File: src/rtl/riscv_pkg.sv
// Shared definitions for the core's memory-side blocks.
//   SZ_BYTE / SZ_HALF / SZ_WORD : load/store access size encodings (11 is illegal)
//   arb_state_t                 : unified-memory arbiter state
package riscv_pkg;

    localparam logic [1:0] SZ_BYTE = 2'b00;
    localparam logic [1:0] SZ_HALF = 2'b01;
    localparam logic [1:0] SZ_WORD = 2'b10;

    typedef enum logic [1:0] {
        ST_IDLE    = 2'b00,   // no access outstanding
        ST_RESP_IF = 2'b01,   // fetch read data arrives this cycle
        ST_RESP_DM = 2'b10    // data access completes (or is rejected) this cycle
    } arb_state_t;

endpackage

File: src/rtl/be_gen.sv
// Byte-enable generator for data accesses.
// Ports:
//   size     in  2  access size (SZ_BYTE / SZ_HALF / SZ_WORD, 11 illegal)
//   offset   in  2  byte offset within the word (addr[1:0])
//   be       out 4  byte-lane enables, 0000 when the access is rejected
//   misalign out 1  access is misaligned for its size, or the size is illegal
module be_gen
    import riscv_pkg::*;
(
    input  logic [1:0] size,
    input  logic [1:0] offset,
    output logic [3:0] be,
    output logic       misalign
);

    always_comb begin
        be       = 4'b0000;
        misalign = 1'b0;
        case (size)
            SZ_BYTE: be = 4'b0001 << offset;
            SZ_HALF: begin
                misalign = offset[0];
                be       = 4'b0011 << offset;
            end
            SZ_WORD: begin
                misalign = |offset;
                be       = 4'b1111;
            end
            default: misalign = 1'b1;
        endcase
        // A rejected access never reaches the memory, so its lanes stay dark.
        if (misalign) be = 4'b0000;
    end

endmodule

File: src/rtl/imem_dmem_arbiter.sv
// Arbiter sharing one single-ported, synchronous-read unified memory between
// instruction fetch (IF) and load/store (DM). One access is granted per cycle;
// DM wins contention unless fetch has been denied MAX_STARVE cycles in a row.
//
// Handshake: x_req is a level held by the requester until its response
// (x_valid, or dm_err for DM). The response is a one-cycle pulse in the cycle
// after the grant. During a response cycle the requester's req is still seen
// and is treated as a new request, so a port can be granted every cycle.
//
// Ports:
//   clk, rst                      clock, synchronous active-high reset
//   if_req/if_addr                fetch request, byte address ([1:0] ignored)
//   if_rdata/if_valid             fetched word, completion pulse
//   dm_req/dm_we/dm_size/dm_addr  data request, store flag, size, byte address
//   dm_wdata                      lane-aligned store data
//   dm_rdata/dm_valid/dm_err      raw loaded word, completion pulse, reject pulse
//   mem_en/mem_we/mem_be          memory strobe, write, byte enables
//   mem_addr/mem_wdata            word address, write data
//   mem_rdata                     memory read data, one cycle after mem_en
module imem_dmem_arbiter
    import riscv_pkg::*;
#(
    parameter int ADDR_W     = 8,
    parameter int MAX_STARVE = 4
) (
    input  logic              clk,
    input  logic              rst,
    input  logic              if_req,
    input  logic [ADDR_W-1:0] if_addr,
    output logic [31:0]       if_rdata,
    output logic              if_valid,
    input  logic              dm_req,
    input  logic              dm_we,
    input  logic [1:0]        dm_size,
    input  logic [ADDR_W-1:0] dm_addr,
    input  logic [31:0]       dm_wdata,
    output logic [31:0]       dm_rdata,
    output logic              dm_valid,
    output logic              dm_err,
    output logic              mem_en,
    output logic              mem_we,
    output logic [3:0]        mem_be,
    output logic [ADDR_W-3:0] mem_addr,
    output logic [31:0]       mem_wdata,
    input  logic [31:0]       mem_rdata
);

    localparam int SW = $clog2(MAX_STARVE + 1);

    arb_state_t  state_q, state_d;
    logic [SW-1:0] starve_q, starve_d;
    logic        resp_err_q, resp_err_d;   // pending DM response is a reject
    logic        resp_ld_q, resp_ld_d;     // pending DM response is a load
    logic [31:0] if_rdata_q;
    logic [31:0] dm_rdata_q;

    logic [3:0]  dm_be;
    logic        dm_misalign;
    logic        starved;
    logic        dm_win;
    logic        if_win;

    // Fetch is word-granular; the byte offset is intentionally dropped.
    logic unused_if_offset;
    assign unused_if_offset = ^if_addr[1:0];

    be_gen u_be_gen (
        .size     (dm_size),
        .offset   (dm_addr[1:0]),
        .be       (dm_be),
        .misalign (dm_misalign)
    );

    // A rejected DM request still occupies the slot, so fetch loses that cycle.
    assign starved = (starve_q == SW'(MAX_STARVE));
    assign dm_win  = dm_req && !(if_req && starved);
    assign if_win  = if_req && !dm_win;

    always_comb begin
        state_d    = ST_IDLE;
        starve_d   = starve_q;
        resp_err_d = 1'b0;
        resp_ld_d  = 1'b0;
        mem_en     = 1'b0;
        mem_we     = 1'b0;
        mem_be     = 4'b0000;
        mem_addr   = '0;
        mem_wdata  = 32'h0;

        if (!rst) begin
            if (dm_win) begin
                state_d    = ST_RESP_DM;
                resp_err_d = dm_misalign;
                resp_ld_d  = !dm_we;
                if (!dm_misalign) begin
                    mem_en    = 1'b1;
                    mem_we    = dm_we;
                    mem_be    = dm_be;
                    mem_addr  = dm_addr[ADDR_W-1:2];
                    mem_wdata = dm_we ? dm_wdata : 32'h0;
                end
            end else if (if_win) begin
                state_d  = ST_RESP_IF;
                mem_en   = 1'b1;
                mem_be   = 4'b1111;
                mem_addr = if_addr[ADDR_W-1:2];
            end
        end

        if (!if_req || if_win) begin
            starve_d = '0;
        end else if (dm_win && !starved) begin
            starve_d = starve_q + SW'(1);
        end
    end

    always_ff @(posedge clk) begin
        if (rst) begin
            state_q    <= ST_IDLE;
            starve_q   <= '0;
            resp_err_q <= 1'b0;
            resp_ld_q  <= 1'b0;
            if_rdata_q <= 32'h0;
            dm_rdata_q <= 32'h0;
        end else begin
            state_q    <= state_d;
            starve_q   <= starve_d;
            resp_err_q <= resp_err_d;
            resp_ld_q  <= resp_ld_d;
            if (state_q == ST_RESP_IF) begin
                if_rdata_q <= mem_rdata;
            end
            if (state_q == ST_RESP_DM && resp_ld_q && !resp_err_q) begin
                dm_rdata_q <= mem_rdata;
            end
        end
    end

    // Responses are gated by rst so an access cut off by reset never completes.
    assign if_valid = !rst && (state_q == ST_RESP_IF);
    assign dm_valid = !rst && (state_q == ST_RESP_DM) && !resp_err_q;
    assign dm_err   = !rst && (state_q == ST_RESP_DM) && resp_err_q;

    // Read data is passed straight through in the response cycle and held after.
    assign if_rdata = rst ? 32'h0 : (if_valid ? mem_rdata : if_rdata_q);
    assign dm_rdata = rst ? 32'h0 : ((dm_valid && resp_ld_q) ? mem_rdata : dm_rdata_q);

endmodule

File: config.mk
export PLATFORM = sky130hd
export DESIGN_NAME = imem_dmem_arbiter
export DESIGN_NICKNAME = d
export VERILOG_FILES = /design/src/rtl/riscv_pkg.sv /design/src/rtl/be_gen.sv /design/src/rtl/imem_dmem_arbiter.sv
export SDC_FILE = /design/constraint.sdc
export NUM_CORES = 1
export LEC_CHECK = 0
export BUFFER_PORTS_ARGS = -buffer_cell sky130_fd_sc_hd__buf_2
export CAP_MARGIN = 20
export CORE_ASPECT_RATIO = 1.75
export CORE_MARGIN = 3
export CORE_UTILIZATION = 35
export DETAILED_ROUTE_END_ITERATION = 16
export GPL_ROUTABILITY_DRIVEN = 0
export PLACE_DENSITY_LB_ADDON = 0.15
export SLEW_MARGIN = 10
export SYNTH_ARGS = -nofsm -noshare
export SYNTH_HDL_FRONTEND = slang
export SYNTH_SLANG_ARGS = --single-unit
export TNS_END_PERCENT = 10
File: constraint.sdc
create_clock -name clk -period 2.5 [get_ports clk]
set_input_delay 0.125 -clock clk [delete_from_list [all_inputs] [get_ports clk]]
set_output_delay 0.125 -clock clk [all_outputs]
set_load 0.02 [all_outputs]
==> results_dict.tcl, run 1 <==
set metrics [dict create \
    hp-class "input pin to flop" \
    path_class "flop to primary output" \
    p_leak_uw 0.00220 \
    fin_total_pwr_uw 2810 \
    start_util_pct 36.7 \
    relSlewSlack_pct 50.4 \
    drive_above_1_share_pct 35.3 \
    critPathLaunchType "flop" \
    period_needed_ps 2170 \
    ir_drop_mv 0.367 \
    tns_ps 0 \
    hold_ws_ps 70.9 \
    cts_num_sinks 71 \
    drv_slew 0 \
    grt_pass1_vias 3430 \
    power_density_nw_per_um2 596 \
    synth.avg_cell_area_sq_um 7.37 \
    grt_pass1_wl_mm 15.4 \
    crit_family "simple AND/OR/NAND/NOR gates" \
    synth_area_leaders "dfxtp_1 (42%), a21oi_1 (19%), nand2_1 (15%)" \
    drv_cap 0 \
    htreeDepth 3 \
    dieArea_sq_um 10900 \
    hold_start "mem_rdata[9]" \
    wl_per_cell_um 13.0 \
    die_w_um 80.2 \
    r2r_setup_slack_ps 920 \
    cts-root-buf "clkbuf_16" \
    diodes 0 \
    fmax_ghz 0.461 \
    path_buf_inv 2 \
    yosys.area.top_type "dfxtp_1" \
    place_ws_ps 649 \
    outcome "finished clean" \
    yosysTopAreaCellShare_pct 42.1 \
    clkTransAtPathRegs_ps 50 \
    nets 724 \
    worst_slew_pin_slew_ps 744 \
    fin_ws_ps 333 \
    cp_slowest_stage_delay_ps 650 \
    core_area_sq_um 9210 \
    crit_fanout 24 \
    r2r-start "state_q[0]" \
    ys_ff_latch 71 \
    finClkSkew_ps 3.53 \
    critPathCaptureType "primary output" \
    yosysSeqAreaShare_pct 42.1 \
    postRouteWirelength_mm 9.91 \
    startpoint "state_q[0]" \
    clk_latency_ps 330 \
    cts_made_buffers 9 \
    crit_path_cell_trace "nor4bb_4 -> buf_12 -> nand2_1 -> a21oi_1 -> buf_2" \
    rows 46 \
    arrival_ps 2040 \
    vias_per_cell 4.85 \
    grt_overflow 0 \
    setup_viol 0 \
    post_synth_num_cell_types 34 \
    place_hpwl_mm 7.38 \
    antenna_found_initial 0 \
    cts_tree "done" \
    grt_max_degree 83 \
    hold_viol 0 \
    gr-usage-all-layers_pct 18.0 \
    drtIter0Drc 115 \
    vias 3687 \
    fillerInstances 945 \
    rsz0062_at_grt "no" \
    ys_warn_count 0 \
    post-route-period-util_pct 86.7 \
    cts_buffer_depth 2 \
    portBuffers 195 \
    cp_slowest_cell "nor4bb_4" \
    worstPathRequired_ps 2380 \
    drtAntennaViolNets 0 \
    drc 0 \
    die_h_um 136 \
    firstDrtPassIters 4 \
    syn_inst 458 \
    syn_nets 547 \
    synthToLayoutAreaGrowth_pct 39.7 \
    ioPinCount 198 \
    syn_area_sq_um 3380 \
]
-- synth_stat cells --
master,instances
a211o_1,1
a31oi_1,2
nor4bb_1,2
ha_1,2
nand3b_1,1
xnor2_1,1
nand2b_1,7
nor2b_1,4
o21bai_1,2
buf_4,4
or3_1,1
buf_6,3
and2_1,33
and3b_1,1
and2_4,1
mux2i_1,1
nand2_1,136
inv_1,3
and4_1,1
o211ai_1,1
a21oi_1,131
o32ai_1,6
buf_1,2
dfxtp_1,71
nand4bb_1,1
nor4b_1,1
clkbuf_1,9
nor3_4,1
nor2_1,5
nor3b_1,2
a21oi_2,1
nand3_2,1
o2111a_2,1
buf_2,19
-- cell usage in the layout (no fill, tap or decap), types with 2 or more instances in the layout --
master / netlist / final
ha_1: 2 / 2
nor2b_1: 4 / 3
a31oi_1: 2 / 2
clkbuf_8: 0 / 6
nor3b_1: 2 / 2
buf_4: 4 / 7
clkbuf_16: 0 / 9
and2_1: 33 / 33
nor2_1: 5 / 5
nand2_1: 136 / 136
a21oi_1: 131 / 131
dfxtp_1: 71 / 71
nand2b_1: 7 / 7
o21bai_1: 2 / 2
buf_2: 19 / 194
o32ai_1: 6 / 6
inv_1: 3 / 3
-- layer usage --
metal | up-vias | track usage [%] | part of all wire [%]
met5 | - | 0 | 0
met4 | 0 | 5.92 | 0.94
met3 | 5 | 5.44 | 7.1
met2 | 157 | 33.3 | 54
met1 | 1629 | 18.9 | 38
li1 | 1896 | - | -
-- flip-flops by register name (all words and copies together), names as in the netlist --
register / count
dm_rdata_q: 32
if_rdata_q: 32
starve_q: 3
state_q: 2
resp_err_q: 1
resp_ld_q: 1
-- worst min-delay path: cells and delay by family --
family / cells / cell delay [ps]
buffers and inverters: 1 / 100
AND/OR/NAND/NOR: 1 / 60
AO/OA/AOI/OAI: 1 / 50
-- power by group --
group	switching (uW)	internal, uW	leakage, uW	total (uW)
Sequential	11.0	1160	0.000576	1170
Combinational	220	137	0.00147	357
Clock	449	834	0.000154	1280
Total	681	2130	0.00220	2810
-- cell families (layout without fill, tap and decap cells) --
kind of cell	after synthesis	count (layout)	synth area share, %
multiplexers	1	1	0.297
AO/OA/AOI/OAI	145	145	22.9
flip-flops	71	71	42.1
adder cells (fa/ha/maj)	2	2	0.741
buffers and inverters	40	222	6.26
AND/OR/NAND/NOR	198	198	27.4
XOR/XNOR	1	1	0.259
-- metrics by stage --
| stage | area [sq um] | cells | utilization, % |
|---|---|---|---|
| 2_1_floorplan | 3380 | 458 | - |
| 3_3_place_gp | 4390 | 743 | 47.7 |
| 3_5_place_dp | 4390 | 743 | 47.7 |
| 4_1_cts | 4720 | 760 | 51.2 |
| 5_1_grt | 4720 | 760 | 51.2 |
| 6_report | 4720 | 760 | 51.2 |
-- cell type report --
class / count / area [sq um] / share of cell area, %
clock buffer: 15 / 308 / 6.53
multi-input combinational: 347 / 1770 / 37.4
sequential: 71 / 1420 / 30.1
timing repair buffer: 203 / 1050 / 22.3
tap: 120 / 150 / 3.18
inverter: 3 / 11.3 / 0.239
clock inverter: 1 / 7.51 / 0.159
-- timing repair --
action / CTS / global route
setup endpoints to repair: 0 / 0
gates resized for setup: 0 / 0
hold endpoints to repair: 1 / 0
buffers inserted: 0 / 0
hold buffers: 1 / 0
-- path summary, 6_finish.rpt --
kind,cells past startpoint,to
hold reg to reg,2,dm_rdata_q[0]
setup reg to reg,4,dm_rdata_q[10]
setup / recovery,5,dm_rdata[5]
hold / removal,3,if_rdata_q[9]
No activity file was read; power rests on OpenSTA's default activity.
==> run 2: changes to the inputs <==
CTS_BUF_LIST = sky130_fd_sc_hd__clkbuf_4 sky130_fd_sc_hd__clkbuf_8   (was unset)
==> run 2 against run 1 <==
  * Clock power shrank 27%
  * Fmax shrank 1.1%
  * Largest cell class unchanged
  * Largest power group is now sequential cells
  * Critical path depth is the same
  * Die area is the same
==> results_dict.tcl, run 2 (synthesized netlist as in run 1, its figures left out) <==
set metrics [dict create \
    drtIter0Drc 114 \
    finClkSkew_ps 3.90 \
    vias 3683 \
    worst_slew_pin_slew_ps 761 \
    clk_latency_ps 350 \
    rsz0062_at_grt "no" \
    diodes 0 \
    cts_tree "done" \
    critPathCaptureType "primary output" \
    post_cts_buffers 0 \
    rows 46 \
    critPathLaunchType "flop" \
    wl_per_cell_um 13.0 \
    worstPathRequired_ps 2380 \
    tns_ps 0 \
    grt_overflow 0 \
    drv_slew 0 \
    gr-usage-all-layers_pct 17.9 \
    relSlewSlack_pct 49.3 \
    place_hpwl_mm 7.38 \
    ioPinCount 198 \
    die_h_um 136 \
    hp-class "input pin to flop" \
    htreeDepth 3 \
    hold_ws_ps 43.8 \
    drive_above_1_share_pct 35.3 \
    vias_per_cell 4.85 \
    grt_pass1_wl_mm 15.3 \
    layout_common_cells "buf_2 (194), nand2_1 (136), a21oi_1 (131)" \
    cp_slowest_cell "nor4bb_4" \
    die_w_um 80.2 \
    p_comb_share_pct 14.5 \
    drv_cap 0 \
    firstDrtPassIters 5 \
    reg_top3 "dm_rdata_q (32), if_rdata_q (32), starve_q (3)" \
    dieArea_sq_um 10900 \
    start_util_pct 36.7 \
    power_density_nw_per_um2 534 \
    nets 724 \
    p_sw_uw 645 \
    path_class "flop to primary output" \
    core_area_sq_um 9210 \
    share_seq_of_total_power_pct 47.5 \
    portBuffers 195 \
    cts_num_sinks 71 \
    cp_slowest_stage_delay_ps 640 \
    postRouteWirelength_mm 9.87 \
    clkTransAtPathRegs_ps 70 \
    period_needed_ps 2190 \
    crit_path_cell_trace "nor4bb_4 -> buf_12 -> nand2_1 -> a21oi_1 -> buf_2" \
    antenna_found_initial 0 \
    synthToLayoutAreaGrowth_pct 36.7 \
    crit_fanout 24 \
    grt_max_degree 83 \
    internal_power_uw 1820 \
    hold_viol 0 \
    ctsResizeCount 0 \
    cts_made_buffers 9 \
    outcome "finished clean" \
    p_leak_uw 0.00215 \
    p_sw_share_pct 26.2 \
    cts_buffer_depth 2 \
    drc 0 \
    setup_viol 0 \
    fmax_ghz 0.456 \
    ir_drop_mv 0.259 \
    clockPowerShare_pct 38.0 \
    final_common_cell "buf_2" \
    arrival_ps 2070 \
    grt_pass1_vias 3408 \
    cts-root-buf "clkbuf_8" \
    drtAntennaViolNets 0 \
    post-route-period-util_pct 87.6 \
]
run 2: area by class of cell:
class	instances	area, sq um
clock buffer	15	206
clock inverter	1	7.51
fill	957	4590
inverter	3	11.3
multi-input combinational	347	1770
sequential	71	1420
tap	120	150
timing repair buffer	203	1050
run 2: worst max-delay path: cells and delay by family, from the launching register on:
| family | cells | cell delay [ps] |
|---|---|---|
| AO/OA/AOI/OAI | 1 | 150 |
| flip-flops | 1 | 380 |
| buffers and inverters | 2 | 440 |
| AND/OR/NAND/NOR | 2 | 730 |
run 2: stage by stage:
| stage | worst slack (ps) | cell area (sq um) | util [%] | total power (uW) | std cells |
|---|---|---|---|---|---|
| after global routing | 116 | 4620 | 50.1 | 2590 | 760 |
| after floorplan | 793 | 3380 | - | 1410 | 458 |
| after CTS | 253 | 4620 | 50.1 | 2510 | 760 |
| final | 309 | 4620 | 50.1 | 2470 | 760 |
| after detailed placement | 649 | 4390 | 47.7 | 1560 | 743 |
| after global placement | 667 | 4390 | 47.7 | 1550 | 743 |
run 2: path summary, 6_finish.rpt:
| kind | endpoint | start | slack, ps | cells past startpoint |
|---|---|---|---|---|
| setup / recovery | dm_rdata[5] | state_q[0] | 310 | 5 |
| hold reg to reg | dm_rdata_q[0] | dm_rdata_q[0] | 460 | 2 |
| setup reg to reg | dm_rdata_q[10] | state_q[0] | 920 | 4 |
| hold / removal | if_rdata_q[9] | mem_rdata[9] | 40 | 3 |
run 2: power groups by stage:
stage	Sequential (uW)	Combinational, uW	Clock, uW
after floorplan	1190	213	0
after global placement	1200	356	0
after detailed placement	1200	360	0
after CTS	1170	362	975
after global routing	1170	394	1020
final	1170	358	937
run 2: layer usage:
layer	global-route usage [%]	wire, um	up-vias
met4	6.48	134	0
li1	-	-	1892
met3	5.11	726	11
met1	19.1	3800	1623
met5	0	0	-
met2	32.7	5200	157
run 2: timing repair:
| item | CTS | global route |
|---|---|---|
| setup endpoints to repair | 0 | 0 |
| hold endpoints to repair | 1 | 0 |
| hold buffers | 1 | 0 |
